<file path="config.mk">
export PLATFORM = sky130hd
export DESIGN_NAME = serial_byte_assembler
export DESIGN_NICKNAME = d
export VERILOG_FILES = /design/src/rtl/serial_byte_assembler.sv
export SDC_FILE = /design/constraint.sdc
export NUM_CORES = 1
export LEC_CHECK = 0
export ABC_AREA = 1
export BUFFER_PORTS_ARGS = -buffer_cell sky130_fd_sc_hd__buf_2
export CAP_MARGIN = 20
export CORE_MARGIN = 2
export CORE_UTILIZATION = 30
export DETAILED_ROUTE_END_ITERATION = 10
export GPL_TIMING_DRIVEN = 1
export PLACE_DENSITY = 0.52
export SETUP_SLACK_MARGIN = 0.05
export SLEW_MARGIN = 10
export SYNTH_ARGS = -nofsm -noshare
export SYNTH_HDL_FRONTEND = slang
export SYNTH_SLANG_ARGS = --single-unit
</file>
<file path="constraint.sdc">
create_clock -name clk -period 4.1 [get_ports clk]
set_input_delay 0.615 -clock clk [delete_from_list [all_inputs] [get_ports clk]]
set_output_delay 0.615 -clock clk [all_outputs]
set_load 0.05 [all_outputs]
</file>
<file path="src/rtl/serial_byte_assembler.sv">
// serial_byte_assembler: receive-side deserializer for the bit-serial byte link.
// Collects 1-bit serial samples (valid/ready) into a WIDTH-bit word presented
// on a registered valid/ready output. MSB_FIRST selects the serial bit order.
// Optional feature macro: SERIAL_BYTE_ASSEMBLER_PARITY_CHECK_EN adds a trailing
// even-parity bit to each serial word and reports mismatches on par_err.
module serial_byte_assembler #(
    parameter int WIDTH     = 8,
    parameter bit MSB_FIRST = 1'b1
) (
    input  logic             clk,
    input  logic             reset,
    input  logic             ser_valid,
    input  logic             ser_data,
    output logic             ser_ready,
    input  logic             frame_start,
    output logic [WIDTH-1:0] par_data,
    output logic             par_valid,
    input  logic             par_ready,
    output logic             sync_err,
    output logic             par_err
);

`ifdef SERIAL_BYTE_ASSEMBLER_PARITY_CHECK_EN
    localparam int L = WIDTH + 1;
`else
    localparam int L = WIDTH;
`endif
    localparam int            CW   = $clog2(L);
    localparam logic [CW-1:0] LAST = CW'(L - 1);

    typedef enum logic {
        EMPTY,
        FULL
    } state_t;

    state_t           state;
    state_t           state_nxt;
    logic [CW-1:0]    count;
    logic [CW-1:0]    count_nxt;
    logic [CW-1:0]    pos;
    logic [WIDTH-1:0] shreg;
    logic [WIDTH-1:0] shreg_nxt;
    logic [WIDTH-1:0] word;
    logic             accept;
    logic             word_done;
    logic             pop;

    assign par_valid = (state == FULL);
    assign pop       = par_valid && par_ready;
    // Only the word-completing bit can collide with an unconsumed output word.
    assign ser_ready = !((count == LAST) && par_valid && !par_ready);
    assign accept    = ser_valid && ser_ready;

    // Bit placement and count advance; frame_start restarts the word so that
    // a bit accepted alongside it lands at position 0 of a fresh word.
    always_comb begin
        pos       = frame_start ? '0 : count;
        word      = frame_start ? '0 : shreg;
        count_nxt = pos;
        word_done = 1'b0;
        if (accept) begin
            for (int unsigned i = 0; i < WIDTH; i++) begin
                if (32'(pos) == (MSB_FIRST ? (WIDTH - 1 - i) : i)) begin
                    word[i] = ser_data;
                end
            end
            if (pos == LAST) begin
                word_done = 1'b1;
                count_nxt = '0;
            end else begin
                count_nxt = pos + 1'b1;
            end
        end
        shreg_nxt = word_done ? '0 : word;
    end

    // Output FSM next state: a load always leaves the output full.
    always_comb begin
        state_nxt = state;
        case (state)
            EMPTY:   if (word_done) state_nxt = FULL;
            FULL:    if (pop && !word_done) state_nxt = EMPTY;
            default: state_nxt = EMPTY;
        endcase
    end

    // State, collection and output registers.
    always_ff @(posedge clk or posedge reset) begin
        if (reset) begin
            state    <= EMPTY;
            count    <= '0;
            shreg    <= '0;
            par_data <= '0;
            sync_err <= 1'b0;
        end else begin
            state    <= state_nxt;
            count    <= count_nxt;
            shreg    <= shreg_nxt;
            sync_err <= frame_start && (count != '0);
            if (word_done) begin
                par_data <= word;
            end
        end
    end

`ifdef SERIAL_BYTE_ASSEMBLER_PARITY_CHECK_EN
    // Parity flag loads together with par_data; ser_data is the parity bit here.
    always_ff @(posedge clk or posedge reset) begin
        if (reset) begin
            par_err <= 1'b0;
        end else if (word_done) begin
            par_err <= (^word) ^ ser_data;
        end
    end
`else
    assign par_err = 1'b0;
`endif

endmodule

</file>
# ---- Word level (Yosys, flattened, before mapping)
# Index checks and enable logic that the tools add are counted.
dict set report totals {
  regBits 21
  wordCells 45
  out_inout_bits 12
  input_bits 6
}
dict set report op_classes {
  n_reduce_logical 11
  eq_ne 8
  mux 19
  n_addsub 1
  n_bitwise 1
}
# cell count
set ops {}
lappend ops {{2-to-1 mux 8 bit} 3}
lappend ops {{equality test 3 bit, second input constant} 5}
lappend ops {{2-to-1 mux 1 bit} 12}
lappend ops {{2-to-1 mux 3 bit} 3}
lappend ops {{equality test 3 x 2 -> 1 bit, second input constant} 2}
lappend ops {{logical AND 1 bit} 6}
lappend ops {{adder 3 x 1 -> 3 bit, second input constant} 1}
lappend ops {{equality test 3 x 1 -> 1 bit, second input constant} 1}
lappend ops {{logical NOT 1 bit} 3}
lappend ops {{logical NOT 3 bit} 1}
lappend ops {{nonzero test 3 bit} 1}
lappend ops {{one-hot mux 1 bit (2 select lines)} 1}
lappend ops {{inverter 1 bit} 1}

# ---- Logic depth before layout (Yosys ltp)
# Gate-level depths: netlist (run 1).
dict set report logic_depth {
  depth_word 10
  ltp_mapped 11
}

# ---- Worst setup path before layout (run 1)
# No wires, ideal clock.
dict set report synth_timing {
  path_kind {input port to flip-flop}
  from {input port frame_start}
  to {register par_data[3]}
  path_stages 9
  setup_ps 66
  setup_slack_ps 2358
  arrival_ps 1676
  path_cell_list {buf_4 -> nor2_1 -> ha_1 -> ha_1 -> nand2_4 -> inv_4 -> buf_12 -> nand2_1 -> nand2_1}
}
dict set report synth_between {
  elab_chain_cells 4
  elab_cells_between_ends 8
}
# element line
set synth_rtl {}
lappend synth_rtl {{from (decl)} 15} ;# input logic frame_start,
lappend synth_rtl {{2-to-1 mux 3 bit} 57} ;# pos = frame_start ? '0 : count;
lappend synth_rtl {{equality test 3 bit (on tied branches)} {63, 67}}
lappend synth_rtl {{2-to-1 mux 1 bit (on tied branches)} {63, 67}}
lappend synth_rtl {{2-to-1 mux 8 bit / 2-to-1 mux 1 bit (equally long branches)} 61} ;# if (accept) begin
lappend synth_rtl {{to (signal assigned)} 101} ;# par_data <= word;
lappend synth_rtl {{to (decl)} 16} ;# output logic [WIDTH-1:0] par_data,
# Parallel ways exist; a longest one is shown, timed or not.
# A chain may end at the register's enable or synchronous reset.

# ---- Final worst setup path (run 1)
dict set report layout_timing {
  from {register count[2]}
  to {output port ser_ready}
}
dict set report layout_between {
  elab_chain_cells 4
}
# element line
set layout_rtl {}
lappend layout_rtl {{from (decl)} 38} ;# logic [CW-1:0] count;
lappend layout_rtl {{from (signal assigned)} 97} ;# count <= count_nxt;
lappend layout_rtl {{equality test 3 bit} 51} ;# assign ser_ready = !((count == LAST) && par_valid && !par_ready);
lappend layout_rtl {{logical AND 1 bit (2 in a row)} 51}
lappend layout_rtl {{logical NOT 1 bit} 51}
lappend layout_rtl {{to (decl)} 14} ;# output logic ser_ready,
# No other way between the ends.

==> reports/metrics.yaml, run 1 <==
status: "completed"
cts_resized: 0
clk_latency_ps: 260
chipWidth_um: 68.0
drcViolationCount: 0
path_clk_slew_ps: 80
dr.pass1.iters: 4
n_antenna_cell: 0
die_area_um2: 4620
final_cells: 220
p_int_w: 0.000307
critical_path_class: "flip-flop to primary output"
synthTopCellsByArea: "dfrtp_1, nand2_1, ha_1"
grt_max_degree: 21
regToRegSetupSlack_ps: 2510
numCtsBuffers: 3
worstHoldPathType: "flip-flop to flip-flop"
required_ps: 3480
cts_tree: "done"
r2r_end: "par_data[6]$_DFFE_PP0P_"
tightest_slew_ps: 806
ys_ff_latch: 20
clock_power_share_pct: 36.4
cp_slowest_cell: "dfrtp_1"
period_share_pct: 48.1
root_buffer: "clkbuf_8"
yosysMostFrequentCell: "nand2_1"
netlist_top_cells_count: "nand2_1, dfrtp_1, inv_1"
setup_ws_ps: 2130
wl_mm: 2.39
layout_min_cycle_time_ps: 1970
gp_congestion: 0.776
cpPeakStageDelay_ps: 580
synth_area_per_cell_um2: 7.88
routedWlPerCell_um: 10.9
power.share.sequential_pct: 50.1
hold_violations: 0
dp_hpwl_mm: 1.78
finish.instance_area_um2: 1360
numClockSinks: 20
path_cells: "nand2_1, nor2_1, nand2_2, buf_2"
synthFlopType: "dfrtp_1"
die-height_um: 68.0
place_ws_ps: 2150
fmax_mhz: 507
drt_iter0_drc: 35
power_density_nw_per_um2: 307
worstHoldStart: "par_data[2]$_DFFE_PP0P_"
cts-htree-levels: 1
cp-start-kind: "flip-flop"
grt_pass1_wl_mm: 4.00
setup.worst_path.start: "count[2]$_DFF_PP0_"
post_cts_buffers: 0
slew-limit-headroom_pct: 46.2
drv_slew: 0
cts_hold_buf: 0
power_leakage_nw: 0.772
switching_share_pct: 26.9
drive_gt1_share_pct: 21.8
rsz0062_at_grt: "false"
synth_edf_count: 0
antenna_left: 0
hold-worst-slack_ps: 476
p_sw_w: 0.000113
grtUsageTotal_pct: 11.6
port_buffers: 16
ctsLongestPathBuffers: 2
min_delay_path_depth: 2
syn_nets: 168
core_area_um2: 3970
dpl_cell_area_um2: 1310
crit_path_end_kind: "primary output"
async_reset_ff_share_pct: 100
maxCapViolCount: 0
placementRows: 23
ir_drop_mv: 0.0891
via_per_inst: 4.36
ys_seq_area_share_pct: 40.7
setup_violations: 0
syn_inst: 156
initial_core_util_pct: 30.9
holdPathEnd: "par_data[2]$_DFFE_PP0P_"
boundaryPins: 18
grt_pass1_vias: 908
antenna_found_initial: 0
path_max_fanout: 10
ff2ff_path_depth: 8
syn_to_final_growth_pct: 11.0
synth_top_area_cell: "dfrtp_1"
overflow: 0
synthDominantCellAreaShare_pct: 40.7
fin_nets: 183
dp_cells: 216
finClkSkew_ps: 1.66
worstReg2RegStart: "count[0]$_DFF_PP0_"
arrival_ps: 1360
combPwrFrac_pct: 13.5
finalSetupTns_ps: 0
synth_cell_types: 22
yosys_warnings: 0
vias: 960
syn_area_um2: 1230
[worst max-delay path by stage]
stage / endpoint / cells past startpoint
after floorplan: par_data[3]$_DFFE_PP0P_ / 9
after global placement: par_data[7]$_DFFE_PP0P_ / 8
after detailed placement: par_data[6]$_DFFE_PP0P_ / 8
final: ser_ready / 4
after CTS: ser_ready / 4
after global routing: ser_ready / 4
[power by group through the flow]
stage | logic, W | clock network, W | registers, W
floorplan | 0.0000420 | 0 | 0.000218
global placement | 0.0000571 | 0 | 0.000214
detailed placement | 0.0000571 | 0 | 0.000214
CTS | 0.0000575 | 0.000157 | 0.000210
global route | 0.0000648 | 0.000165 | 0.000212
finish | 0.0000566 | 0.000153 | 0.000210
[metal layers]
metal / up-vias / wire [um] / GRT usage [%]
li1: 504 / - / -
met1: 437 / 1160 / 14.9
met2: 15 / 1110 / 19.4
met3: 4 / 84 / 1.81
met4: 0 / 37 / 4.50
met5: - / 0 / 0
[state kept, by name, summed over array words and instances, names as in the netlist]
signal / cells
par_data: 8
par_valid: 1
sync_err: 1
shreg: 7
count: 3
[per-stage QoR]
stage	power (W)	utilization (%)
after floorplan	0.000260	-
after global placement	0.000271	33.0
after detailed placement	0.000271	33.0
after CTS	0.000425	34.3
after global routing	0.000442	34.3
final	0.000419	34.3
[placed cells by master, fill, tap and decap left out]
master,netlist,routed
a21oi_2,7,7
nand3_4,1,1
inv_1,16,16
nand2_2,3,3
dfrtp_1,20,20
buf_2,1,16
conb_1,1,1
nor2_1,10,10
nor2_8,1,1
nand2_1,66,66
inv_4,2,2
nand4_1,3,3
nor2_4,1,1
a21oi_1,1,1
o21ai_0,3,3
nand3_1,6,6
nand2_4,2,2
clkbuf_8,0,4
xor2_1,1,1
ha_1,6,6
[cells by family after synthesis]
| group | count (synthesis) | synth area share, % |
|---|---|---|
| AO/OA/AOI/OAI | 11 | 6.62 |
| XOR/XNOR | 1 | 0.713 |
| adder cells (fa/ha/maj) | 6 | 6.11 |
| AND/OR/NAND/NOR | 93 | 34.5 |
| other | 1 | 0.305 |
| buffers and inverters | 24 | 11.0 |
| flip-flops | 20 | 40.7 |
[critical path: cells and delay by family (launching register included)]
kind	cells	cell delay, ps
buf+inv	1	220
flops	1	580
simple gates	3	310
[layout make-up]
type                    instances  area [um2]
multi-input cells             112         593
well taps                      50        62.6
clock buffers                   4        55.1
inverters                      18        72.6
repair buffers                 16        80.1
fillers                       446        2610
flip-flops and latches         20         500
No activity file was read; power rests on OpenSTA's default activity.
==> run 2, diff against run 1 <==
Settings changed: ABC_AREA 1 to 0, PLACE_DENSITY 0.52 to 0.53.
Clock period 4.1 ns to 2.01 ns, I/O delays scaled along.
==> run 2 against run 1 <==
Compared with the run above:
- worst setup slack got worse by 1800 ps
- flip-flop and latch count stayed put
- critical path depth grew 2
- via count fell by 17%
- cell area shrank 13%
- non-clock buffer count rose by 2
- combinational power grew 57%
- clock skew increased by 8.6 ps
- sequential power is 100% higher
- critical endpoint is now par_data[4]$_DFFE_PP0P_
- largest power group unchanged
- highest routed layer unchanged
==> reports/metrics.yaml, run 2 <==
status: "completed"
antenna_found_initial: 0  # unchanged
syn_nets: 115  # -32%
cpMostUsedCell: "ha_1"
synthFlopType: "dfrtp_1"
ir_drop_mv: 0.246  # +180%
core_area_um2: 3280  # -17%
crit_path_end_kind: "flip-flop"
synthSimpleGateAreaFrac_pct: 16.3  # -18 points
path_max_fanout: 7  # -3
drt_iter0_drc: 54  # +54%
die-height_um: 62.2  # -8.6%
dp_hpwl_mm: 1.57  # -12%
final_common_cell: "dfrtp_1"
rsz0062_at_grt: "false"
r2r_end: "par_data[4]$_DFFE_PP0P_"
dr.pass1.iters: 4  # unchanged
largest_reg_flops: 8  # unchanged
grtUsageTotal_pct: 11.3  # -0.30 points
synth_top_area_cell: "dfrtp_1"
arrival_ps: 1930  # +570 ps
path_buf_inv: 1  # unchanged
clk_latency_ps: 300  # +40 ps
root_buffer: "clkbuf_4"
layout_min_cycle_time_ps: 1720
synthTopCellsByArea: "dfrtp_1, ha_1, nand2_1"
synth_area_per_cell_um2: 9.85  # +25%
fmax_mhz: 581
p_int_w: 0.000646  # +110%
wl_mm: 1.99  # -17%
async_reset_ff_share_pct: 100  # unchanged
cp_slowest_cell: "dfrtp_1"
drcViolationCount: 0  # unchanged
combPwrFrac_pct: 10.5  # -3.0 points
slew-limit-headroom_pct: 50.9  # +4.6 points
finClkSkew_ps: 10.3  # +8.60 ps
crit_family: "adder cells"
critical_path_class: "flip-flop to flip-flop"
regToRegSetupSlack_ps: 290  # -2220 ps
maxCapViolCount: 0  # unchanged
drv_slew: 0  # unchanged
largest_register: "par_data"
final_cells: 167  # -24%
n_antenna_cell: 0  # unchanged
yosysMostFrequentCell: "dfrtp_1"
ctsLongestPathBuffers: 2  # unchanged
final_cell_mix: "dfrtp_1, buf_2, nand2_1"
switching_share_pct: 23.2  # -3.6 points
path_depth: 6  # +2
fin_nets: 134  # -27%
largest_registers: "par_data: 8 flops, shreg: 7 flops, count: 3 flops"
initial_core_util_pct: 30.9  # -0.044 points
cts_tree: "done"
path_cells: "nand2_1, inv_1, ha_1, ha_1, and3_4, mux2_4"
multi_input_area_um2: 449  # -24%
path_clk_slew_ps: 120  # +40 ps
synth_cell_types: 28  # +27%
yosys.area_share.adder_pct: 7.40  # +1.3 points
antenna_left: 0  # unchanged
chipWidth_um: 62.2  # -8.6%
endpoint: "par_data[4]$_DFFE_PP0P_"
vias: 793  # -17%
placementRows: 21  # -8.7%
hold_violations: 0  # unchanged
power_density_nw_per_um2: 706  # +130%
power_leakage_nw: 0.598  # -23%
gp_congestion: 0.867  # +12%
post_cts_buffers: 0  # unchanged
power.share.sequential_pct: 50.8  # +0.7 points
syn_inst: 103  # -34%
port_buffers: 16  # unchanged
ys_seq_area_share_pct: 49.3  # +8.6 points
cts_hold_buf: 0  # unchanged
worstHoldPathType: "input pin to async pin"
finalSetupTns_ps: 0  # unchanged
cts-htree-levels: 1  # unchanged
grt_pass1_wl_mm: 3.45  # -14%
worstReg2RegStart: "count[0]$_DFF_PP0_"
p_sw_w: 0.000195  # +73%
clock_power_share_pct: 38.7  # +2.3 points
cts_resized: 0  # unchanged
cp-start-kind: "flip-flop"
numClockSinks: 20  # unchanged
setup_violations: 0  # unchanged
fillers: 342  # -23%
via_per_inst: 4.75  # +8.8%
cpPeakStageDelay_ps: 420  # -160 ps
netlist_top_cells_count: "dfrtp_1, nand2_1, inv_1, nor2_1, o21ai_0"
routedWlPerCell_um: 11.9  # +9.7%
period_share_pct: 85.7
setup.worst_path.start: "count[0]$_DFF_PP0_"
synth_top_family_by_area: "simple AND/OR/NAND/NOR gates"
ff2ff_path_depth: 6  # -2
syn_to_final_growth_pct: 17.5
required_ps: 2220  # -1260 ps
die_area_um2: 3860  # -16%
synth_compound_area_share_pct: 15.7  # +9.0 points
synth_edf_count: 0  # unchanged
yosys_warnings: 0  # unchanged
ys_ff_latch: 20  # unchanged
numCtsBuffers: 3  # unchanged
synthXorXnorAreaFrac_pct: 0.863  # +0.15 points
boundaryPins: 18  # unchanged
grt_max_degree: 21  # unchanged
drive_gt1_share_pct: 24.8  # +3.0 points
dp_cells: 163  # -25%
overflow: 0  # unchanged
regArea_um2: 500  # unchanged
tightest_slew_ps: 736  # -69.4 ps
synthDominantCellAreaShare_pct: 49.3  # +8.6 points
grt_pass1_vias: 798  # -12%
syn_area_um2: 1010  # -17%
synth_mux_area_share_pct: 3.70  # +3.7 points
## run 2: changes by cell type in the layout (fill, tap and decap cells not counted), moves of 3 or more
cell,change
a21oi_2,-7
a311oi_1,+3
a31oi_1,+6
and2_1,+3
clkbuf_4,+3
clkbuf_8,-4
inv_1,-6
nand2_1,-55
nand2b_1,+4
nand3_1,-6
nand4_1,-3
o21ai_0,+5
## run 2: worst min path at each step
stage                                         end  slack [ps]  depth (start not counted)
final                          shreg[1]$_DFF_PP0_         100                          2
after global routing           shreg[1]$_DFF_PP0_         160                          2
after CTS                      shreg[1]$_DFF_PP0_         120                          2
after detailed placement  par_data[3]$_DFFE_PP0P_         470                          2
after global placement    par_data[1]$_DFFE_PP0P_         460                          2
after floorplan                count[0]$_DFF_PP0_         270                          1
## run 2: cell type report
class / instances / area share (%)
Clock buffer: 3 / 1.89
Clock inverter: 1 / 2.52
Inverter: 10 / 3.15
Multi-Input combinational cell: 69 / 37.7
Sequential cell: 20 / 42.0
Tap cell: 46 / 4.83
Timing Repair Buffer: 18 / 7.97
## run 2: power groups by stage
stage	Combinational, W	Sequential [W]	Clock (W)
floorplan	0.0000559	0.000444	0
detailed placement	0.0000897	0.000436	0
finish	0.0000886	0.000428	0.000325
global route	0.000102	0.000429	0.000355
CTS	0.0000899	0.000428	0.000337
global placement	0.0000883	0.000436	0
## run 2: layer usage
metal  wire [um]  GRT usage (%)  vias to the layer above
li1            -              -                      384
met1         826           12.2                      379
met2        1040           19.8                       26
met3          73           1.99                        4
met4          50           8.06                        0
met5           0              0                        -
## run 2: logic make-up (layout without fill, tap and decap cells)
kind of cell	Yosys count	count (layout)
AO/OA/AOI/OAI	25	25
XOR/XNOR	1	1
adder cells (fa/ha/maj)	6	6
buffers and inverters	14	32
flip-flops	20	20
multiplexers	3	3
other	1	1
AND/OR/NAND/NOR	33	33
## run 2: metrics by stage
| step | hold WS [ps] | power [W] | setup WS, ps | instance area, um2 | utilization, % |
|---|---|---|---|---|---|
| after floorplan | 265 | 0.000500 | 72.0 | 1010 | - |
| after global placement | 461 | 0.000524 | 153 | 1140 | 34.7 |
| after detailed placement | 470 | 0.000525 | 72.6 | 1140 | 34.7 |
| after CTS | 124 | 0.000855 | 283 | 1190 | 36.3 |
| after global routing | 162 | 0.000887 | 129 | 1190 | 36.3 |
| final | 101 | 0.000842 | 288 | 1190 | 36.3 |
## run 2: worst register-to-register path: cells and delay by family, from the launching register on
kind / cells / cell delay [ps]
mux: 1 / 290
flops: 1 / 420
fa+ha+maj: 2 / 480
simple gates: 2 / 350
buf+inv: 1 / 100
==> run 3, diff against run 2 <==
Settings changed: PLACE_DENSITY 0.53 to 0.54.
==> run 3 against run 2 <==
Compared with the run above:
- die area unchanged
- cell area stayed put
- total power is 0.63% higher
- cell count stayed put
==> reports/metrics.yaml, run 3 (synthesized netlist as in run 2, its figures left out) <==
status: "completed"
wl_mm: 2.01  # +1.0%
antenna_left: 0  # unchanged
cts_hold_buf: 0  # unchanged
final_common_cell: "dfrtp_1"
cpPeakStageDelay_ps: 410  # about the same
path_max_fanout: 7  # unchanged
post_cts_buffers: 0  # unchanged
setup_ws_ps: 264  # -24.1 ps
via_per_inst: 4.60  # -3.2%
path_clk_slew_ps: 120  # about the same
power_leakage_nw: 0.598  # unchanged
arrival_ps: 1950  # +20 ps
rsz0062_at_grt: "false"
tightest_slew_ps: 767  # +30.3 ps
drive_gt1_share_pct: 24.8  # unchanged
fillers: 347  # +1.5%
overflow: 0  # unchanged
hold_violations: 0  # unchanged
p_sw_w: 0.000201  # +2.7%
antenna_found_initial: 0  # unchanged
core_area_um2: 3280  # unchanged
combPwrFrac_pct: 10.5  # about the same
numCtsBuffers: 3  # unchanged
cp-start-kind: "flip-flop"
placementRows: 21  # unchanged
cp_slowest_cell: "dfrtp_1"
cts-htree-levels: 1  # unchanged
grt_max_degree: 21  # unchanged
path_cells: "nand2_1, inv_1, ha_1, ha_1, and3_4, mux2_4"
chipWidth_um: 62.2  # unchanged
place_ws_ps: 64.9  # -7.72 ps
dp_cells: 163  # unchanged
largest_registers: "par_data: 8 flops, shreg: 7 flops, count: 3 flops"
drv_slew: 0  # unchanged
hold-worst-slack_ps: 114  # +12.5 ps
largest_register: "par_data"
power_density_nw_per_um2: 710  # +0.63%
die-height_um: 62.2  # unchanged
switching_share_pct: 23.7  # +0.48 points
required_ps: 2210  # about the same
cpMostUsedCell: "ha_1"
boundaryPins: 18  # unchanged
cts_tree: "done"
routedWlPerCell_um: 12.0  # +1.0%
gp_congestion: 0.795  # -8.2%
finalSetupTns_ps: 0  # unchanged
clk_latency_ps: 300  # about the same
fmax_mhz: 573  # -1.4%
n_antenna_cell: 0  # unchanged
drcViolationCount: 0  # unchanged
finClkSkew_ps: 8.80  # -1.46 ps
largest_reg_flops: 8  # unchanged
grtUsageTotal_pct: 11.2  # -0.077 points
grt_pass1_vias: 753  # -5.6%
setup_violations: 0  # unchanged
path_buf_inv: 1  # unchanged
critical_path_class: "flip-flop to flip-flop"
crit_path_end_kind: "flip-flop"
numClockSinks: 20  # unchanged
cts_resized: 0  # unchanged
dp_hpwl_mm: 1.58  # +0.32%
regArea_um2: 500  # unchanged
vias: 768  # -3.2%
dr.pass1.iters: 6  # +2
grt_pass1_wl_mm: 3.45  # unchanged
worstHoldPathType: "input pin to async pin"
ir_drop_mv: 0.291  # +18%
period_share_pct: 86.9  # +1.2 points
crit_family: "adder cells"
die_area_um2: 3860  # unchanged
slew-limit-headroom_pct: 48.8  # -2.0 points
drt_iter0_drc: 30  # -44%
fin_nets: 134  # unchanged
final_cell_mix: "dfrtp_1, buf_2, nand2_1"
port_buffers: 16  # unchanged
layout_min_cycle_time_ps: 1750  # +24.1 ps
root_buffer: "clkbuf_4"
power.share.sequential_pct: 50.5  # -0.3 points
final_cells: 167  # unchanged
p_int_w: 0.000646  # about the same
syn_to_final_growth_pct: 17.5  # unchanged
multi_input_area_um2: 449  # unchanged
total_power_w: 0.000847  # +0.63%
initial_core_util_pct: 30.9  # unchanged
maxCapViolCount: 0  # unchanged
clock_power_share_pct: 39.0  # +0.3 points
ctsLongestPathBuffers: 2  # unchanged
run 3: cell counts in the layout (fill, tap and decap cells not counted):
No cell type changed its count.
run 3: path summary, 6_finish.rpt:
check | from | to | slack [ps] | cells past startpoint
min in group clk | par_ready | par_valid$_DFF_PP0_ | 200 | 2
hold reg to reg | par_data[3]$_DFFE_PP0P_ | par_data[3]$_DFFE_PP0P_ | 490 | 2
setup / recovery | count[0]$_DFF_PP0_ | par_data[4]$_DFFE_PP0P_ | 260 | 6
setup reg to reg | count[0]$_DFF_PP0_ | par_data[4]$_DFFE_PP0P_ | 260 | 6
max in group asynchronous | reset | shreg[6]$_DFF_PP0_ | 1410 | 2
hold / removal | reset | par_data[5]$_DFFE_PP0P_ | 110 | 2
run 3: per-stage QoR:
stage | util, % | area (um2)
after floorplan | - | 1010
after global placement | 34.7 | 1140
after detailed placement | 34.7 | 1140
after CTS | 36.3 | 1190
after global routing | 36.3 | 1190
final | 36.3 | 1190
run 3: cell type report:
type / instances / area share, %
clock buffers: 3 / 1.89
flip-flops and latches: 20 / 42.0
inverters: 10 / 3.15
repair buffers: 18 / 7.97
clock inverters: 1 / 2.52
multi-input cells: 69 / 37.7
well taps: 46 / 4.83
run 3: layer usage:
layer	routed length, um	vias to the layer above	track usage [%]	share of wire (%)
li1	-	384	-	-
met1	911	367	13.8	45
met2	1040	17	18.8	52
met3	57	0	2.36	2.8
met4	0	0	5.28	0
met5	0	-	0	0
run 3: power by group through the flow:
stage | clock [W] | combinational, W | sequential, W
6_report | 0.000330 | 0.0000886 | 0.000428
5_1_grt | 0.000362 | 0.000101 | 0.000430
4_1_cts | 0.000340 | 0.0000899 | 0.000428
3_5_place_dp | 0 | 0.0000898 | 0.000436
3_3_place_gp | 0 | 0.0000877 | 0.000436
2_1_floorplan | 0 | 0.0000559 | 0.000444
